==> src/rtl/wbs_ctrl_slave.sv <==
// wbs_ctrl_slave: Wishbone slave exposing control CSRs and write/read
// windows into the node, leaf, query and best memories of a search engine.
//
// Ports:
//   wb_clk_i, wb_rst_i       clock, synchronous active-high reset
//   wbs_*                    Wishbone slave (cyc/stb/we/sel/adr/dat, ack/dat)
//   mode_o, debug_o          CSR bits
//   fsm_start_o              start pulse; fsm_done_i / fsm_busy_i status
//   node_*/leaf_*/query_*    registered memory write strobes, address, data
//   best_ren_o/best_raddr_o  best-array read; best_rdata_i valid next cycle
//   err_o                    sticky unmapped-access flag
//
// Optional feature macro: WBS_UNMAPPED_ACK_EN
//   defined   -> unmapped accesses are acked with data 0 and set err_o
//   undefined -> unmapped accesses get no ack, err_o is tied 0

module wbs_ctrl_slave #(
    parameter int DATA_WIDTH   = 11,
    parameter int NODE_ADDR_W  = 6,
    parameter int LEAF_ADDR_W  = 12,
    parameter int QUERY_ADDR_W = 12,
    parameter int BEST_ADDR_W  = 10
) (
    input  logic                      wb_clk_i,
    input  logic                      wb_rst_i,
    input  logic                      wbs_cyc_i,
    input  logic                      wbs_stb_i,
    input  logic                      wbs_we_i,
    input  logic [3:0]                wbs_sel_i,
    input  logic [31:0]               wbs_adr_i,
    input  logic [31:0]               wbs_dat_i,
    output logic                      wbs_ack_o,
    output logic [31:0]               wbs_dat_o,
    output logic                      mode_o,
    output logic                      debug_o,
    output logic                      fsm_start_o,
    input  logic                      fsm_done_i,
    input  logic                      fsm_busy_i,
    output logic                      node_wen_o,
    output logic [NODE_ADDR_W-1:0]    node_waddr_o,
    output logic [2*DATA_WIDTH-1:0]   node_wdata_o,
    output logic                      leaf_wen_o,
    output logic [LEAF_ADDR_W-1:0]    leaf_waddr_o,
    output logic [63:0]               leaf_wdata_o,
    output logic                      query_wen_o,
    output logic [QUERY_ADDR_W-1:0]   query_waddr_o,
    output logic [5*DATA_WIDTH-1:0]   query_wdata_o,
    output logic                      best_ren_o,
    output logic [BEST_ADDR_W-1:0]    best_raddr_o,
    input  logic [31:0]               best_rdata_i,
    output logic                      err_o
);

    localparam logic [15:0] RG_CSR   = 16'h3000;
    localparam logic [15:0] RG_QUERY = 16'h3001;
    localparam logic [15:0] RG_LEAF  = 16'h3002;
    localparam logic [15:0] RG_BEST  = 16'h3003;
    localparam logic [15:0] RG_NODE  = 16'h3004;

    typedef enum logic {
        S_IDLE,
        S_BEST
    } state_t;

    state_t                    r_state;
    logic                      r_ack;
    logic [31:0]               r_dat;
    logic                      r_best_sel;
    logic                      r_mode;
    logic                      r_debug;
    logic                      r_start;
    logic                      r_node_wen;
    logic [NODE_ADDR_W-1:0]    r_node_waddr;
    logic [2*DATA_WIDTH-1:0]   r_node_wdata;
    logic                      r_leaf_wen;
    logic [LEAF_ADDR_W-1:0]    r_leaf_waddr;
    logic [63:0]               r_leaf_wdata;
    logic [31:0]               r_leaf_hold;
    logic                      r_query_wen;
    logic [QUERY_ADDR_W-1:0]   r_query_waddr;
    logic [5*DATA_WIDTH-1:0]   r_query_wdata;
    logic [31:0]               r_query_hold;
    logic                      r_best_ren;
    logic [BEST_ADDR_W-1:0]    r_best_raddr;
`ifdef WBS_UNMAPPED_ACK_EN
    logic                      r_err;
`endif

    logic [15:0] w_rg;
    logic [15:0] w_off;
    logic        w_acc;
    logic        w_wr;
    logic        w_csr;
    logic        w_mode;
    logic        w_debug;
    logic        w_done;
    logic        w_start;
    logic        w_busy;
    logic        w_query;
    logic        w_leaf;
    logic        w_best;
    logic        w_node;
    logic        w_mapped;
    logic        w_best_rd;
    logic [31:0] w_csr_rdata;

    assign w_rg  = wbs_adr_i[31:16];
    assign w_off = wbs_adr_i[15:0];

    // No new accept while acking or while a BEST read is in flight.
    assign w_acc = wbs_cyc_i & wbs_stb_i & ~r_ack & (r_state == S_IDLE);
    assign w_wr  = wbs_we_i & (wbs_sel_i == 4'hF);

    assign w_csr   = (w_rg == RG_CSR);
    assign w_mode  = w_csr & (w_off == 16'h0000);
    assign w_debug = w_csr & (w_off == 16'h0004);
    assign w_done  = w_csr & (w_off == 16'h0008);
    assign w_start = w_csr & (w_off == 16'h000C);
    assign w_busy  = w_csr & (w_off == 16'h0010);
    assign w_query = (w_rg == RG_QUERY);
    assign w_leaf  = (w_rg == RG_LEAF);
    assign w_best  = (w_rg == RG_BEST);
    assign w_node  = (w_rg == RG_NODE);

    assign w_mapped = w_mode | w_debug | w_done | w_start | w_busy |
                      w_query | w_leaf | w_best | w_node;

    assign w_best_rd = w_best & ~wbs_we_i;

    // Only CSR reads return non-zero data through the registered path.
    assign w_csr_rdata = {31'b0, (w_mode  & r_mode)     |
                                 (w_debug & r_debug)    |
                                 (w_done  & fsm_done_i) |
                                 (w_busy  & fsm_busy_i)};

    always_ff @(posedge wb_clk_i) begin
        if (wb_rst_i) begin
            r_state       <= S_IDLE;
            r_ack         <= 1'b0;
            r_dat         <= '0;
            r_best_sel    <= 1'b0;
            r_mode        <= 1'b0;
            r_debug       <= 1'b0;
            r_start       <= 1'b0;
            r_node_wen    <= 1'b0;
            r_node_waddr  <= '0;
            r_node_wdata  <= '0;
            r_leaf_wen    <= 1'b0;
            r_leaf_waddr  <= '0;
            r_leaf_wdata  <= '0;
            r_leaf_hold   <= '0;
            r_query_wen   <= 1'b0;
            r_query_waddr <= '0;
            r_query_wdata <= '0;
            r_query_hold  <= '0;
            r_best_ren    <= 1'b0;
            r_best_raddr  <= '0;
`ifdef WBS_UNMAPPED_ACK_EN
            r_err         <= 1'b0;
`endif
        end else begin
            r_ack       <= 1'b0;
            r_dat       <= '0;
            r_best_sel  <= 1'b0;
            r_start     <= 1'b0;
            r_node_wen  <= 1'b0;
            r_leaf_wen  <= 1'b0;
            r_query_wen <= 1'b0;
            r_best_ren  <= 1'b0;

            unique case (r_state)
                S_IDLE: begin
                    if (w_acc) begin
                        if (w_best_rd) begin
                            r_best_ren   <= 1'b1;
                            r_best_raddr <= wbs_adr_i[BEST_ADDR_W+1:2];
                            r_state      <= S_BEST;
                        end else if (w_mapped) begin
                            r_ack <= 1'b1;
                            if (!wbs_we_i) begin
                                r_dat <= w_csr_rdata;
                            end else if (w_wr) begin
                                if (w_mode && !fsm_busy_i)
                                    r_mode <= wbs_dat_i[0];
                                if (w_debug)
                                    r_debug <= wbs_dat_i[0];
                                if (w_start && !fsm_busy_i)
                                    r_start <= 1'b1;
                                if (w_node) begin
                                    r_node_wen   <= 1'b1;
                                    r_node_waddr <=
                                        wbs_adr_i[NODE_ADDR_W-1:0];
                                    r_node_wdata <=
                                        (2*DATA_WIDTH)'(wbs_dat_i);
                                end
                                if (w_leaf) begin
                                    if (wbs_adr_i[2]) begin
                                        r_leaf_wen   <= 1'b1;
                                        r_leaf_waddr <=
                                            wbs_adr_i[LEAF_ADDR_W+2:3];
                                        r_leaf_wdata <=
                                            {wbs_dat_i, r_leaf_hold};
                                    end else begin
                                        r_leaf_hold <= wbs_dat_i;
                                    end
                                end
                                if (w_query) begin
                                    if (wbs_adr_i[2]) begin
                                        r_query_wen   <= 1'b1;
                                        r_query_waddr <=
                                            wbs_adr_i[QUERY_ADDR_W+2:3];
                                        r_query_wdata <=
                                            (5*DATA_WIDTH)'(
                                            {wbs_dat_i, r_query_hold});
                                    end else begin
                                        r_query_hold <= wbs_dat_i;
                                    end
                                end
                            end
                        end else begin
`ifdef WBS_UNMAPPED_ACK_EN
                            r_ack <= 1'b1;
                            r_err <= 1'b1;
`endif
                        end
                    end
                end
                S_BEST: begin
                    // best_rdata_i is valid now; it is steered onto
                    // wbs_dat_o combinationally during the ack cycle.
                    r_ack      <= 1'b1;
                    r_best_sel <= 1'b1;
                    r_state    <= S_IDLE;
                end
                default: r_state <= S_IDLE;
            endcase
        end
    end

    assign wbs_ack_o     = r_ack;
    assign wbs_dat_o     = r_best_sel ? best_rdata_i : r_dat;
    assign mode_o        = r_mode;
    assign debug_o       = r_debug;
    assign fsm_start_o   = r_start;
    assign node_wen_o    = r_node_wen;
    assign node_waddr_o  = r_node_waddr;
    assign node_wdata_o  = r_node_wdata;
    assign leaf_wen_o    = r_leaf_wen;
    assign leaf_waddr_o  = r_leaf_waddr;
    assign leaf_wdata_o  = r_leaf_wdata;
    assign query_wen_o   = r_query_wen;
    assign query_waddr_o = r_query_waddr;
    assign query_wdata_o = r_query_wdata;
    assign best_ren_o    = r_best_ren;
    assign best_raddr_o  = r_best_raddr;
`ifdef WBS_UNMAPPED_ACK_EN
    assign err_o         = r_err;
`else
    assign err_o         = 1'b0;
`endif

endmodule

==> config.mk <==
export PLATFORM = sky130hd
export DESIGN_NAME = wbs_ctrl_slave
export DESIGN_NICKNAME = d
export VERILOG_FILES = /design/src/rtl/wbs_ctrl_slave.sv
export SDC_FILE = /design/constraint.sdc
export NUM_CORES = 1
export LEC_CHECK = 0
export BUFFER_PORTS_ARGS = -buffer_cell sky130_fd_sc_hd__buf_2
export CAP_MARGIN = 20
export CORE_ASPECT_RATIO = 2
export CORE_UTILIZATION = 30
export DETAILED_ROUTE_END_ITERATION = 12
export PLACE_DENSITY_LB_ADDON = 0.3
export SLEW_MARGIN = 40
export SYNTH_ARGS = -nofsm -noshare
export SYNTH_HDL_FRONTEND = slang
export SYNTH_SLANG_ARGS = --single-unit
export TNS_END_PERCENT = 50
==> constraint.sdc <==
create_clock -name wb_clk_i -period 3.9 [get_ports wb_clk_i]
set_input_delay 0.78 -clock wb_clk_i [delete_from_list [all_inputs] [get_ports wb_clk_i]]
set_output_delay 0.78 -clock wb_clk_i [all_outputs]
set_load 0.01 [all_outputs]
==> run metrics <==
outcome finished clean; first-pass GRT wire length about 46000 um; synthesized area per cell around 8.4 um2; largest net degree at the start of global routing 122; routed length per instance 17.0 um; Fmax roughly 340 MHz; post-detailed-routing wire length between 30000 and 40000 um; EDFF count, synth 0; setup TNS 0 ns; simple-gate share of the synthesized area 23.1%; H-tree depth 1; residual DRC count 0; nets 1501; Worst EP required 4.29 ns; CTS Buffer Depth 3; Finish-stage setup viols 0; maximum vdd ir drop ~0.00034 V; Clk pin slew, worst setup/hold paths around 0.070 ns; # IOs 329; most used flip-flop cell after synthesis dfxtp_1; max-cap violations 0; Yosys cell types 39; Multi-input gate area 0.00385 mm2; gp weighted congestion 0.856; Reg2Reg Setup Slack between 1 and 1.5 ns; Synth async-reset ratio 0%; largest family of logic cells by synthesized area simple AND/OR/NAND/NOR gates; Post-Synthesis Cells around 1100; IO buf count 327; Worst-Margin Slew 0.739 ns; final instance area 0.0121 mm2; minimum clock period 2.97 ns; vias 8422; Worst EP arrival 3.37 ns; CTS tree done; Initial DRC Count around 380; Critical Path Fanout Max 32; CORE AREA 0.0303 mm2; XOR/XNOR Fraction of Synth Area 0%; Die Y 251 um; Root Driver clkbuf_16; Place WS 0.346 ns; Synth Area in Compound Gates 9.76%; iteration count of the initial detailed-routing pass 4; Final Skew 0.0142 ns; setup ws final 0.927 ns; leakage power 5.26 nW; Post-DP Area ~0.011 mm2; power density cells between 400 and 500 mW/mm2; #FFs+latches synth 255; total clock sinks about 260; post-synth net total approximately 1200; Area Overhead vs Synth 29.9%; CTS hold repair buffers 0; CP endpoint kind register; post-CTS sizing 0; DR vias/cell 4.74; post-synthesis cell area 0.00931 mm2; ANT cells 0; post-route ant nets 0; CP Class in2reg; Worst-Skew Late Latency 0.52 ns; Starting Density 30.7%; max-slew violation count 0; HP Class reg2reg; YS warnings 0; mux contribution to synthesized area ~8.3%; sequential share of the synthesized area 54.8%; die area 0.0318 mm2; GRT Total Usage 18.6%; Fin. Hold Viols 0; FF/Latch Area between 0.005 and 0.006 mm2; number of global-route vias before repair 7990; Synth Area in Adders 0%; global route overflow 0; fin crit share about three quarters; RSZ-0062 raised after global routing false; share of cells above drive strength 1 27.9%; Fillers slightly above 3000; Die Wd 127 um; Startpoint Class input port; initial antenna violation count 0; relative slew slack 50.0%; Post-DP HPWL roughly 21000 um; post-CTS setup buffers 0; total CTS buffers 23; row count 90
[per-layer routing]
layer  vias up  track usage (%)  part of all wire, %
met3        55             2.49                  4.3
met1      3943             20.8                   40
met2       252             35.2                   53
met5         -                0                    0
met4         0             6.88                  3.1
li1       4172                -                    -
[final timing paths]
check / startpoint / endpoint / cells past startpoint
worst min-delay path: query_wdata_o[16] / query_wdata_o[16] / 2
worst max-delay path: wbs_adr_i[24] / r_query_hold[26] / 7
worst min register to register: query_wdata_o[16] / query_wdata_o[16] / 2
worst max register to register: r_state / r_query_hold[26] / 6
[sequential cells by signal, indices dropped and copies added, names as in the netlist]
name and cells:
best_raddr_o 10, debug_o 1, fsm_start_o 1, leaf_waddr_o 12, leaf_wdata_o 64, leaf_wen_o 1
mode_o 1, node_waddr_o 6, node_wdata_o 22, node_wen_o 1, query_waddr_o 12, query_wdata_o 55
query_wen_o 1, r_best_sel 1, r_dat 1, r_leaf_hold 32, r_query_hold 32, r_state 1
wbs_ack_o 1
[power by group]
group	internal (W)	switching [W]	total, W
Sequential	0.00260	0.000000000404	0.00260
Combinational	0.0000558	0.000114	0.000170
Clock	0.00138	0.000994	0.00237
Total	0.00404	0.00111	0.00515
[placed cells by master (no fill, tap or decap), types with 4 or more instances in the layout]
cell type / Yosys / routed
nand2_1: 346 / 346
buf_2: 14 / 326
dfxtp_1: 255 / 255
a21oi_1: 171 / 171
nor2_1: 80 / 80
mux2i_1: 76 / 76
and2_1: 32 / 32
clkbuf_16: 0 / 23
buf_4: 4 / 10
buf_12: 0 / 7
nor3_1: 8 / 6
clkbuf_8: 0 / 6
nor4_1: 5 / 5
nand3_1: 5 / 5
or4_1: 5 / 4
nand2b_1: 4 / 4
clkbuf_1: 59 / 4
clkinv_2: 0 / 4
[metrics by stage]
step | hold WS [ns] | total power, W | utilization, % | std cells
floorplan | 0.436 | 0.00272 | - | 1105
global placement | 0.435 | 0.00283 | 37.2 | 1735
detailed placement | 0.440 | 0.00283 | 37.3 | 1736
CTS | 0.418 | 0.00522 | 39.8 | 1776
global route | 0.438 | 0.00531 | 39.9 | 1777
finish | 0.445 | 0.00515 | 39.9 | 1777
[area by class of cell]
class,instances,share of cell area [%]
clock buffers,32,5.45
clock inverters,8,0.983
inverters,3,0.0931
multi-input cells,766,31.8
flip-flops and latches,255,42.2
well taps,368,3.81
repair buffers,345,15.6
[worst max-delay path: stages]
cell and delay (ns):
buf_2 0.10, or4_4 0.54, or4_1 0.59, or4_2 0.68, buf_4 0.31, mux2i_1 0.25
nor2_1 0.05
[synth_stat cells (all sizes together), types with 2 or more instances]
master / n / area [um2]
dfxtp: 255 / 5100
nand4: 2 / 12.5
or2: 3 / 18.8
nor3: 8 / 40.0
or4: 6 / 48.8
o21ai: 3 / 15.0
clkbuf: 59 / 221
nand3: 5 / 25.0
mux2i: 76 / 761
nand2b: 4 / 25.0
nand3b: 2 / 15.0
nor2b: 2 / 12.5
and2: 32 / 200
inv: 3 / 11.3
buf: 22 / 138
or3: 5 / 31.3
nor2: 80 / 300
and4: 3 / 26.3
a21oi: 171 / 856
nand2: 346 / 1300
nor4: 6 / 52.6
[kinds of logic after synthesis]
logic type,after synthesis
AND/OR/NAND/NOR,509
AO/OA/AOI/OAI,179
other,1
flip-flops,255
buffers and inverters,84
multiplexers,77
No activity file was read; power rests on OpenSTA's default activity.
